## src/rtl/bram_port_arbiter_if.sv

```systemverilog
// Bundle of the two requester ports and the shared RAMB16 port seen by bram_port_arbiter.
// Ports: m0_*/m1_* request side (req, we, addr, wdata -> gnt, rvalid), rdata shared by both,
//        ram_* towards the block RAM (en, we, addr, din -> dout). slave = arbiter, master = environment.
interface bram_port_arbiter_if;
  logic        m0_req;
  logic [3:0]  m0_we;
  logic [13:0] m0_addr;
  logic [31:0] m0_wdata;
  logic        m0_gnt;
  logic        m0_rvalid;

  logic        m1_req;
  logic [3:0]  m1_we;
  logic [13:0] m1_addr;
  logic [31:0] m1_wdata;
  logic        m1_gnt;
  logic        m1_rvalid;

  logic [31:0] rdata;

  logic        ram_en;
  logic [3:0]  ram_we;
  logic [13:0] ram_addr;
  logic [31:0] ram_din;
  logic [31:0] ram_dout;

  // Arbiter side.
  modport slave (
    input  m0_req, m0_we, m0_addr, m0_wdata,
    input  m1_req, m1_we, m1_addr, m1_wdata,
    input  ram_dout,
    output m0_gnt, m0_rvalid, m1_gnt, m1_rvalid, rdata,
    output ram_en, ram_we, ram_addr, ram_din
  );

  // Requesters plus the RAM model.
  modport master (
    output m0_req, m0_we, m0_addr, m0_wdata,
    output m1_req, m1_we, m1_addr, m1_wdata,
    output ram_dout,
    input  m0_gnt, m0_rvalid, m1_gnt, m1_rvalid, rdata,
    input  ram_en, ram_we, ram_addr, ram_din
  );
endinterface

```

## src/rtl/bram_port_arbiter.sv

```systemverilog
// Two-master round-robin arbiter with bounded bursts in front of one 32-bit RAMB16 port.
// Latency: grant and RAM access in the same cycle (combinational gnt), read data + rvalid one cycle later.
// Backpressure: a requester holds req/addr/we/wdata until gnt; a losing master simply waits.
// Ports: clk, rst_n (synchronous, active-low), stats_clr, bus (bram_port_arbiter_if.slave),
//        m0_cnt/m1_cnt grant counters.
// Optional grant statistics are compiled in when BRAM_ARB_STATS_EN is defined; otherwise the
// counter outputs are tied to zero.
module bram_port_arbiter #(
  parameter int MAX_BURST = 4,
  parameter int CNT_W     = 16
) (
  input  logic               clk,
  input  logic               rst_n,
  input  logic               stats_clr,
  bram_port_arbiter_if.slave bus,
  output logic [CNT_W-1:0]   m0_cnt,
  output logic [CNT_W-1:0]   m1_cnt
);

  localparam int BW = $clog2(MAX_BURST + 1);
  localparam logic [BW-1:0] BURST_MAX = BW'(MAX_BURST);

  logic          last_q, last_d;   // last-granted master (1 = M1)
  logic [BW-1:0] burst_q, burst_d; // consecutive grants to last_q, saturating
  logic          rv0_q, rv0_d;
  logic          rv1_q, rv1_d;

  logic gnt0, gnt1;
  logic keep_last;
  logic pick_m1;

  // Arbitration. burst_q == 0 only after reset, when nobody has been granted yet;
  // the reset value last_q = 1 then makes M0 win the first tie.
  always_comb begin
    keep_last = (burst_q != '0) && (burst_q < BURST_MAX);
    pick_m1   = 1'b0;
    gnt0      = 1'b0;
    gnt1      = 1'b0;
    if (rst_n) begin
      if (bus.m0_req && bus.m1_req) begin
        pick_m1 = keep_last ? last_q : ~last_q;
        gnt0    = ~pick_m1;
        gnt1    = pick_m1;
      end else begin
        gnt0 = bus.m0_req;
        gnt1 = bus.m1_req;
      end
    end
  end

  // Burst bookkeeping and read-return strobes.
  always_comb begin
    last_d  = last_q;
    burst_d = burst_q;
    if (gnt0 || gnt1) begin
      if (gnt1 == last_q) begin
        if (burst_q < BURST_MAX) burst_d = burst_q + BW'(1);
      end else begin
        last_d  = gnt1;
        burst_d = BW'(1);
      end
    end
    rv0_d = gnt0 && (bus.m0_we == 4'h0);
    rv1_d = gnt1 && (bus.m1_we == 4'h0);
  end

  always_ff @(posedge clk) begin
    if (!rst_n) begin
      last_q  <= 1'b1;
      burst_q <= '0;
      rv0_q   <= 1'b0;
      rv1_q   <= 1'b0;
    end else begin
      last_q  <= last_d;
      burst_q <= burst_d;
      rv0_q   <= rv0_d;
      rv1_q   <= rv1_d;
    end
  end

  // RAM port mux: everything is zero when idle so the RAM sees a clean bus.
  always_comb begin
    bus.ram_en   = gnt0 | gnt1;
    bus.ram_we   = 4'h0;
    bus.ram_addr = 14'h0;
    bus.ram_din  = 32'h0;
    if (gnt0) begin
      bus.ram_we   = bus.m0_we;
      bus.ram_addr = bus.m0_addr;
      bus.ram_din  = bus.m0_wdata;
    end else if (gnt1) begin
      bus.ram_we   = bus.m1_we;
      bus.ram_addr = bus.m1_addr;
      bus.ram_din  = bus.m1_wdata;
    end
  end

  assign bus.m0_gnt = gnt0;
  assign bus.m1_gnt = gnt1;
  assign bus.rdata  = bus.ram_dout;
  // Gating with rst_n kills the strobe of a read granted just before reset asserts.
  assign bus.m0_rvalid = rv0_q & rst_n;
  assign bus.m1_rvalid = rv1_q & rst_n;

`ifdef BRAM_ARB_STATS_EN
  logic [CNT_W-1:0] cnt0_q, cnt0_d;
  logic [CNT_W-1:0] cnt1_q, cnt1_d;

  // Saturating grant counters; clear wins over a same-cycle grant.
  always_comb begin
    cnt0_d = cnt0_q;
    cnt1_d = cnt1_q;
    if (stats_clr) begin
      cnt0_d = '0;
      cnt1_d = '0;
    end else begin
      if (gnt0 && (cnt0_q != '1)) cnt0_d = cnt0_q + CNT_W'(1);
      if (gnt1 && (cnt1_q != '1)) cnt1_d = cnt1_q + CNT_W'(1);
    end
  end

  always_ff @(posedge clk) begin
    if (!rst_n) begin
      cnt0_q <= '0;
      cnt1_q <= '0;
    end else begin
      cnt0_q <= cnt0_d;
      cnt1_q <= cnt1_d;
    end
  end

  assign m0_cnt = cnt0_q;
  assign m1_cnt = cnt1_q;
`else
  logic unused_stats_clr;
  assign unused_stats_clr = stats_clr;
  assign m0_cnt = '0;
  assign m1_cnt = '0;
`endif

endmodule

```

## src/flat_wrapper.sv

```systemverilog
// flat-port wrapper written by rule: the top's interface ports become plain ports
module bram_port_arbiter_flat 
#(
  parameter int MAX_BURST = 4,
  parameter int CNT_W     = 16
)
  (clk, rst_n, stats_clr, m0_cnt, m1_cnt, bus_m0_req, bus_m0_we, bus_m0_addr, bus_m0_wdata, bus_m1_req, bus_m1_we, bus_m1_addr, bus_m1_wdata, bus_ram_dout, bus_m0_gnt, bus_m0_rvalid, bus_m1_gnt, bus_m1_rvalid, bus_rdata, bus_ram_en, bus_ram_we, bus_ram_addr, bus_ram_din);
  bram_port_arbiter_if bus_i ();
  input  logic clk;
  input  logic rst_n;
  input  logic stats_clr;
  output logic [CNT_W-1:0] m0_cnt;
  output logic [CNT_W-1:0] m1_cnt;
  input wire logic [$bits(bus_i.m0_req)-1:0] bus_m0_req;
  input wire logic [$bits(bus_i.m0_we)-1:0] bus_m0_we;
  input wire logic [$bits(bus_i.m0_addr)-1:0] bus_m0_addr;
  input wire logic [$bits(bus_i.m0_wdata)-1:0] bus_m0_wdata;
  input wire logic [$bits(bus_i.m1_req)-1:0] bus_m1_req;
  input wire logic [$bits(bus_i.m1_we)-1:0] bus_m1_we;
  input wire logic [$bits(bus_i.m1_addr)-1:0] bus_m1_addr;
  input wire logic [$bits(bus_i.m1_wdata)-1:0] bus_m1_wdata;
  input wire logic [$bits(bus_i.ram_dout)-1:0] bus_ram_dout;
  output wire logic [$bits(bus_i.m0_gnt)-1:0] bus_m0_gnt;
  output wire logic [$bits(bus_i.m0_rvalid)-1:0] bus_m0_rvalid;
  output wire logic [$bits(bus_i.m1_gnt)-1:0] bus_m1_gnt;
  output wire logic [$bits(bus_i.m1_rvalid)-1:0] bus_m1_rvalid;
  output wire logic [$bits(bus_i.rdata)-1:0] bus_rdata;
  output wire logic [$bits(bus_i.ram_en)-1:0] bus_ram_en;
  output wire logic [$bits(bus_i.ram_we)-1:0] bus_ram_we;
  output wire logic [$bits(bus_i.ram_addr)-1:0] bus_ram_addr;
  output wire logic [$bits(bus_i.ram_din)-1:0] bus_ram_din;
  assign bus_i.m0_req = bus_m0_req;
  assign bus_i.m0_we = bus_m0_we;
  assign bus_i.m0_addr = bus_m0_addr;
  assign bus_i.m0_wdata = bus_m0_wdata;
  assign bus_i.m1_req = bus_m1_req;
  assign bus_i.m1_we = bus_m1_we;
  assign bus_i.m1_addr = bus_m1_addr;
  assign bus_i.m1_wdata = bus_m1_wdata;
  assign bus_i.ram_dout = bus_ram_dout;
  assign bus_m0_gnt = bus_i.m0_gnt;
  assign bus_m0_rvalid = bus_i.m0_rvalid;
  assign bus_m1_gnt = bus_i.m1_gnt;
  assign bus_m1_rvalid = bus_i.m1_rvalid;
  assign bus_rdata = bus_i.rdata;
  assign bus_ram_en = bus_i.ram_en;
  assign bus_ram_we = bus_i.ram_we;
  assign bus_ram_addr = bus_i.ram_addr;
  assign bus_ram_din = bus_i.ram_din;
  bram_port_arbiter #(.MAX_BURST(MAX_BURST), .CNT_W(CNT_W)) u_core (.clk(clk), .rst_n(rst_n), .stats_clr(stats_clr), .bus(bus_i), .m0_cnt(m0_cnt), .m1_cnt(m1_cnt));
endmodule
```

## config.mk

```make
export PLATFORM = sky130hd
export DESIGN_NAME = bram_port_arbiter_flat
export DESIGN_NICKNAME = d
export VERILOG_FILES = /design/src/rtl/bram_port_arbiter_if.sv /design/src/rtl/bram_port_arbiter.sv /design/src/flat_wrapper.sv
export SDC_FILE = /design/constraint.sdc
export NUM_CORES = 1
export LEC_CHECK = 0
export BUFFER_PORTS_ARGS = -buffer_cell sky130_fd_sc_hd__buf_4
export CAP_MARGIN = 20
export CORE_AREA = 2 2 98 100
export CTS_CLUSTER_DIAMETER = 200
export DETAILED_ROUTE_END_ITERATION = 8
export DIE_AREA = 0 0 100 102
export REMOVE_ABC_BUFFERS = 1
export SLEW_MARGIN = 20
export SYNTH_ARGS = -nofsm -noshare
export SYNTH_HDL_FRONTEND = slang
export SYNTH_SLANG_ARGS = --single-unit
```

## constraint.sdc

```tcl
create_clock -name clk -period 2.22 [get_ports clk]
set_input_delay 0.111 -clock clk [delete_from_list [all_inputs] [get_ports clk]]
set_output_delay 0.111 -clock clk [all_outputs]
set_load 0.02 [all_outputs]
```

==> results of run 1 <==
sequential cells by signal (all words and copies together), names as in the netlist:
signal / count
u_core.burst_q: 3
u_core.last_q: 1
u_core.rv0_q: 1
u_core.rv1_q: 1
cell usage in the layout, fill, tap and decap left out, drive strengths merged, types with 3 or more instances in the layout:
cell type,Yosys,final
inv,107,107
and2,3,3
buf,79,163
nand2,3,3
nor3,3,3
clkbuf,5,3
o32ai,51,51
conb,1,32
o21ai,3,3
dfxtp,6,6
nor2,5,5
layer usage:
metal,vias to the layer above,routed length [um],track usage
li1,1054,-,-
met1,1009,2710,0.142
met2,180,4140,0.274
met3,16,1540,0.107
met4,2,326,0.0601
met5,-,74,0.0625
kinds of logic (layout without fill, tap and decap cells):
logic type                 Yosys count  count (layout)  synth area share
DFF                                  6               6            0.0632
AOI/OAI and AO/OA                   67              67             0.312
other                                1              32           0.00197
and+or+nand+nor                     19              19            0.0520
muxes                                1               1           0.00526
buffers and inverters              191             273             0.553
adders and majority gates            2               2            0.0132
worst register-to-register path, stage by stage (launching register included):
cell      delay, ns
dfxtp_2        0.34
inv_1          0.05
ha_2           0.22
o21a_1         0.23
o311ai_4       0.37
buf_12         0.24
nor2_1         0.07
metrics by stage:
| stage | utilization | setup slack [ns] | TNS (ns) | power, mW | instances |
|---|---|---|---|---|---|
| after global placement | 0.303 | 0.218 | 0 | 0.801 | 508 |
| after detailed placement | 0.303 | 0.187 | 0 | 0.813 | 508 |
| after CTS | 0.313 | 0.0131 | 0 | 0.991 | 511 |
| after floorplan | - | -0.320 | -16.36 | 0.473 | 234 |
| final | 0.324 | 0.111 | 0 | 1.01 | 511 |
| after global routing | 0.324 | 0.0283 | 0 | 1.08 | 511 |
area by class of cell:
class	instances	area share
repair buffers	163	0.427
multi-input cells	121	0.334
inverters	107	0.136
well taps	111	0.0471
flip-flops and latches	6	0.0412
clock buffers	3	0.0140
report_power, final:
part / leakage, nW / switching (mW) / internal, mW / total (mW)
sequential: 0.0492 / 0.00860 / 0.115 / 0.124
clock: 0.0216 / 0.0454 / 0.116 / 0.162
combinational: 1.68 / 0.399 / 0.330 / 0.729
total: 1.75 / 0.453 / 0.562 / 1.01
final timing paths:
path	end	startpoint	slack (ns)
setup / recovery	bus_ram_din[31]	u_core.burst_q[0]$_SDFFE_PN0P_	0.11
hold / removal	u_core.rv0_q$_SDFF_PN0_	bus_m0_we[2]	0.17
setup reg to reg	u_core.rv0_q$_SDFF_PN0_	u_core.burst_q[0]$_SDFFE_PN0P_	0.58
hold reg to reg	u_core.burst_q[1]$_SDFFE_PN0P_	u_core.burst_q[1]$_SDFFE_PN0P_	0.49
==> reports/metrics.yaml, run 1 <==
timing:
  slew_headroom: 0.593
  tightest_slew_ns: 0.608
  drv_slew: 0
  hold_violations: 0
  rsz0062_at_grt: "no"
  setup_viol: 0
  finalCriticalPeriod_ns: 2.11
  worst_hold_slack_ns: 0.167
  max_freq_mhz: 474
  timing.final.crit_share: 0.950
  finClkSkew_ns: 0.00222
yosys:
  ys_top_cells_by_area: "buf_4, o32ai_1, inv_1, buf_6, dfxtp_1"
  synth_edf_count: 0
  synth_top_area_frac: 0.253
  syn-cell-area_um2: 1900
  yosysTopAreaCell: "buf_4"
  yosys_warnings: 0
  synthCells: 287
  ys_types: 32
  synth_common_cells: "inv_1, buf_4, o32ai_1, buf_6, dfxtp_1"
  yosys_register_bits: 6
  async_flop_share: 0
  syn_area_per_cell_um2: 6.63
  yosysMostFrequentCell: "inv_1"
  ys_seq_area_frac: 0.0632
  ys.flop_type: "dfxtp_1"
finish:
  fill_cells: 984
  regArea_um2: 121
  drive_above_1_share: 0.483
  diodes: 0
  multiInputGateArea_um2: 986
  area_growth_pct: 55.1
  design_area_um2: 2950
  nNetsFinal: 541
clock_network:
  cts_htree_levels: 1
  cts.path.max_buffers: 2
  insertion_delay_ns: 0.22
  cts_tree: "built"
  clkSinkCount: 6
  post-cts-setup-buffer-count: 0
  ctsResizeCount: 8
  cts-root-buf: "clkbuf_8"
  clk_pin_slew_ns: 0.04
  ctsHoldBuffers: 0
  cts_made_buffers: 3
detailed_routing:
  wl_per_cell_um: 17.2
  antenna_left: 0
  vias: 2261
  drc: 0
  drt-vias-per-instance: 4.42
  first_pass_iters: 4
  drt-initial-drc-count: 71
  routed_wl_mm: 8.79
critical_path:
  startpoint_type: "flop"
  reg2reg_depth: 6
  cp.required_ns: 2.11
  critical_path.top_delay_family: "compound AO/OA/AOI/OAI gates"
  end_kind: "primary output"
  critPathSlowestCell: "dfxtp_2"
  max_stage_delay_ns: 0.34
  worstSetupPathType: "reg -> out"
  path_cells: "inv_1 -> ha_2 -> o21a_1 -> o21a_2 -> buf_4 -> o32ai_1 -> buf_4"
  crit_path_frequent_cell: "buf_4"
  cp_max_fo: 21
  worstSetupPathDepth: 7
  crit_buf_inv: 3
  worst_ep_arrival_time_ns: 2.00
power_and_ir_drop:
  power_density_nw_per_um2: 344
  leakage_nw: 1.75
  vdd_drop_max_mv: 0.157
global_routing:
  grt_first_pass_wirelength_mm: 12.0
  first_global_vias: 2067
  grt_overflow: 0
  grt_start_max_net_pins: 34
  grt_usage: 0.158
  antenna_found_initial: 0
placed_design:
  gp_congestion: 0.833
  hpwl_mm: 7.31
  placedInstanceArea_um2: 2760
  io_buffers: 158
floorplanning:
  row_count: 35
  pin_count: 256
  core_um2: 9110
  die_y_um: 102
  die_w_um: 100
  die_area_um2: 10200
  start_util: 0.209
min_path:
  hold-path-cell-count: 4
  hold_path.class: "in -> reg"
job:
  maxCapViolCount: 0
run_status:
  outcome: "complete, no violations"
(Power assumes the default switching activity.)
==> run 2: changes to the inputs <==
--- a/config.mk
+++ b/config.mk
@@ -7,10 +7,10 @@
 export LEC_CHECK = 0
 export BUFFER_PORTS_ARGS = -buffer_cell sky130_fd_sc_hd__buf_4
 export CAP_MARGIN = 20
-export CORE_AREA = 2 2 98 100
+export CORE_AREA = 5 5 96 98
 export CTS_CLUSTER_DIAMETER = 200
 export DETAILED_ROUTE_END_ITERATION = 8
-export DIE_AREA = 0 0 100 102
+export DIE_AREA = 0 0 101 103
 export REMOVE_ABC_BUFFERS = 1
 export SLEW_MARGIN = 20
 export SYNTH_ARGS = -nofsm -noshare
==> run 2 against run 1 <==
Effect of this change: power up 0.42%; final area shrank 1.2%; via count is 1.8% lower; worst hold slack improved by 0.0050 ns; clock power grew 4%; non-clock buffer count is 3 higher; utilization rose by 2.4 points; cell count stayed put; global-route usage shrank 3.6 points; routed wire length is 12% lower; sequential power about the same; critical path depth rose by 1; critical path type unchanged; highest routed layer unchanged.
==> reports/metrics.yaml, run 2 (synthesized netlist as in run 1, its figures left out) <==
run_status:
  outcome: "complete, no violations"
critical_path:
  cp.required_ns: 2.11  # about the same
  path_cells: "inv_1 -> ha_2 -> o21a_1 -> o311ai_4 -> buf_6 -> clkbuf_16 -> o32ai_1 -> buf_4"
  critical_path.top_delay_family: "compound AO/OA/AOI/OAI gates"
  startpoint_type: "flop"
  cp_max_fo: 13  # -38%
  worst_ep_arrival_time_ns: 2.04  # +0.04 ns
  max_stage_delay_ns: 0.34  # about the same
  critPathSlowestCell: "dfxtp_2"
  end_kind: "primary output"
  worstSetupPathType: "reg -> out"
  crit_buf_inv: 4  # +1
detailed_routing:
  drt-vias-per-instance: 4.34  # -1.8%
  drc: 0  # unchanged
  antenna_left: 0  # unchanged
  vias: 2220  # -1.8%
  routed_wl_mm: 7.73  # -12%
  wl_per_cell_um: 15.1  # -12%
  drt-initial-drc-count: 69  # -2.8%
  first_pass_iters: 4  # unchanged
floorplanning:
  die_area_um2: 10400  # +2.0%
  core_um2: 8380  # -8.0%
  die_y_um: 103  # +0.98%
  pin_count: 256  # unchanged
  start_util: 0.227  # +0.0181
  die_w_um: 101  # +1.0%
  row_count: 34  # -2.9%
clock_network:
  cts_htree_levels: 1  # unchanged
  insertion_delay_ns: 0.22  # about the same
  cts-root-buf: "clkbuf_8"
  cts_made_buffers: 3  # unchanged
  clkSinkCount: 6  # unchanged
  clk_pin_slew_ns: 0.04  # about the same
  cts.path.max_buffers: 2  # unchanged
  cts_tree: "built"
timing:
  max_freq_mhz: 465  # -1.9%
  slew_headroom: 0.601  # +0.00751
  hold_violations: 0  # unchanged
  finalCriticalPeriod_ns: 2.15  # +0.0412 ns
  timing.final.crit_share: 0.969  # +0.0185
  fin_ws_ns: 0.0694  # -0.0412 ns
  drv_slew: 0  # unchanged
  setup_viol: 0  # unchanged
  tightest_slew_ns: 0.597  # -0.0112 ns
  finClkSkew_ns: 0.000257  # -0.00196 ns
placed_design:
  placedInstanceArea_um2: 2740  # -0.68%
  io_buffers: 158  # unchanged
  gp_congestion: 0.710  # -15%
  hpwl_mm: 5.88  # -20%
  preCtsSetupSlack_ns: 0.258  # +0.0710 ns
  post-place-cells: 503  # -0.98%
global_routing:
  grt_overflow: 0  # unchanged
  grt_start_max_net_pins: 54  # +59%
  grt_usage: 0.122  # -0.0359
  antenna_found_initial: 0  # unchanged
  grt_first_pass_wirelength_mm: 10.1  # -16%
  first_global_vias: 1960  # -5.2%
finish:
  fill_cells: 870  # -12%
  drive_above_1_share: 0.457  # -0.0259
  nNetsFinal: 544  # +0.55%
  diodes: 0  # unchanged
  largest_register_ffs: 3  # unchanged
  area_growth_pct: 53.2
  design_area_um2: 2910  # -1.2%
  regMostFlops: "u_core.burst_q"
  final_common_cell: "buf_4"
  fin_cells: 511  # unchanged
  mostFrequentLayoutCells: "buf_4, inv_1, o32ai_1"
power_and_ir_drop:
  power_density_nw_per_um2: 350  # +1.7%
  vdd_drop_max_mv: 0.135  # -14%
  switching_share: 0.443  # -0.00277
  p_int_mw: 0.567  # +0.92%
  pwr-share-clk: 0.165  # +0.006
  leakage_nw: 1.76  # +0.47%
  seqPwrFrac: 0.122  # about the same
  pwr-share-comb: 0.713  # -0.005
  p_switching_mw: 0.452  # -0.21%
min_path:
  hold_path.class: "in -> reg"
job:
  maxCapViolCount: 0  # unchanged
==> run 2: cell types whose count changed in the layout (fill, tap and decap cells not counted), sizes merged <==
cell	delta
buf	+1
clkbuf	+2
==> run 2: power by group through the flow <==
stage               sequential (mW)  clock (mW)  combinational (mW)
floorplan                     0.123           0               0.351
global placement              0.124           0               0.678
detailed placement            0.125           0               0.684
CTS                           0.123       0.170               0.688
global route                  0.125       0.176               0.782
finish                        0.124       0.168               0.726
==> run 2: repair_timing <==
action	CTS	global route
pin swaps	0	1
gates cloned	0	3
gates resized for setup	1	9
hold buffers	0	0
setup buffers	0	2
endpoints found under the setup margin	1	52
==> run 2: layout make-up <==
class	instances	area [um2]	share of cell area
tap	108	135	0.0464
multi-input combinational	121	896	0.308
timing repair buffer	166	1320	0.452
clock buffer	3	41.3	0.0142
sequential	6	121	0.0417
inverter	107	402	0.138
==> run 2: final timing paths <==
kind	start	endpoint	slack, ns	depth (start not counted)
setup / recovery	u_core.burst_q[0]$_SDFFE_PN0P_	bus_ram_din[6]	0.07	8
hold / removal	bus_m1_we[2]	u_core.rv1_q$_SDFF_PN0_	0.17	4
setup reg to reg	u_core.burst_q[0]$_SDFFE_PN0P_	u_core.rv0_q$_SDFF_PN0_	0.53	7
hold reg to reg	u_core.burst_q[1]$_SDFFE_PN0P_	u_core.burst_q[1]$_SDFFE_PN0P_	0.51	2
==> run 2: stage by stage <==
stage | hold slack, ns | TNS (ns) | power (mW) | utilization
2_1_floorplan | 0.222 | -16.36 | 0.473 | -
5_1_grt | 0.189 | -0.0414 | 1.08 | 0.348
4_1_cts | 0.168 | 0 | 0.981 | 0.333
6_report | 0.172 | 0 | 1.02 | 0.348
3_3_place_gp | 0.222 | 0 | 0.803 | 0.327
3_5_place_dp | 0.222 | 0 | 0.808 | 0.327
==> run 2: worst min-delay path, stage by stage <==
cell and delay (ns):
buf_4 0.08, inv_1 0.04, nand4_1 0.06, nor3_1 0.05
==> run 2: metal layers <==
layer | GRT usage | routed length (um)
met1 | 0.148 | 2970
met2 | 0.183 | 3520
met3 | 0.0825 | 1180
met4 | 0.00613 | 0
met5 | 0.0481 | 70
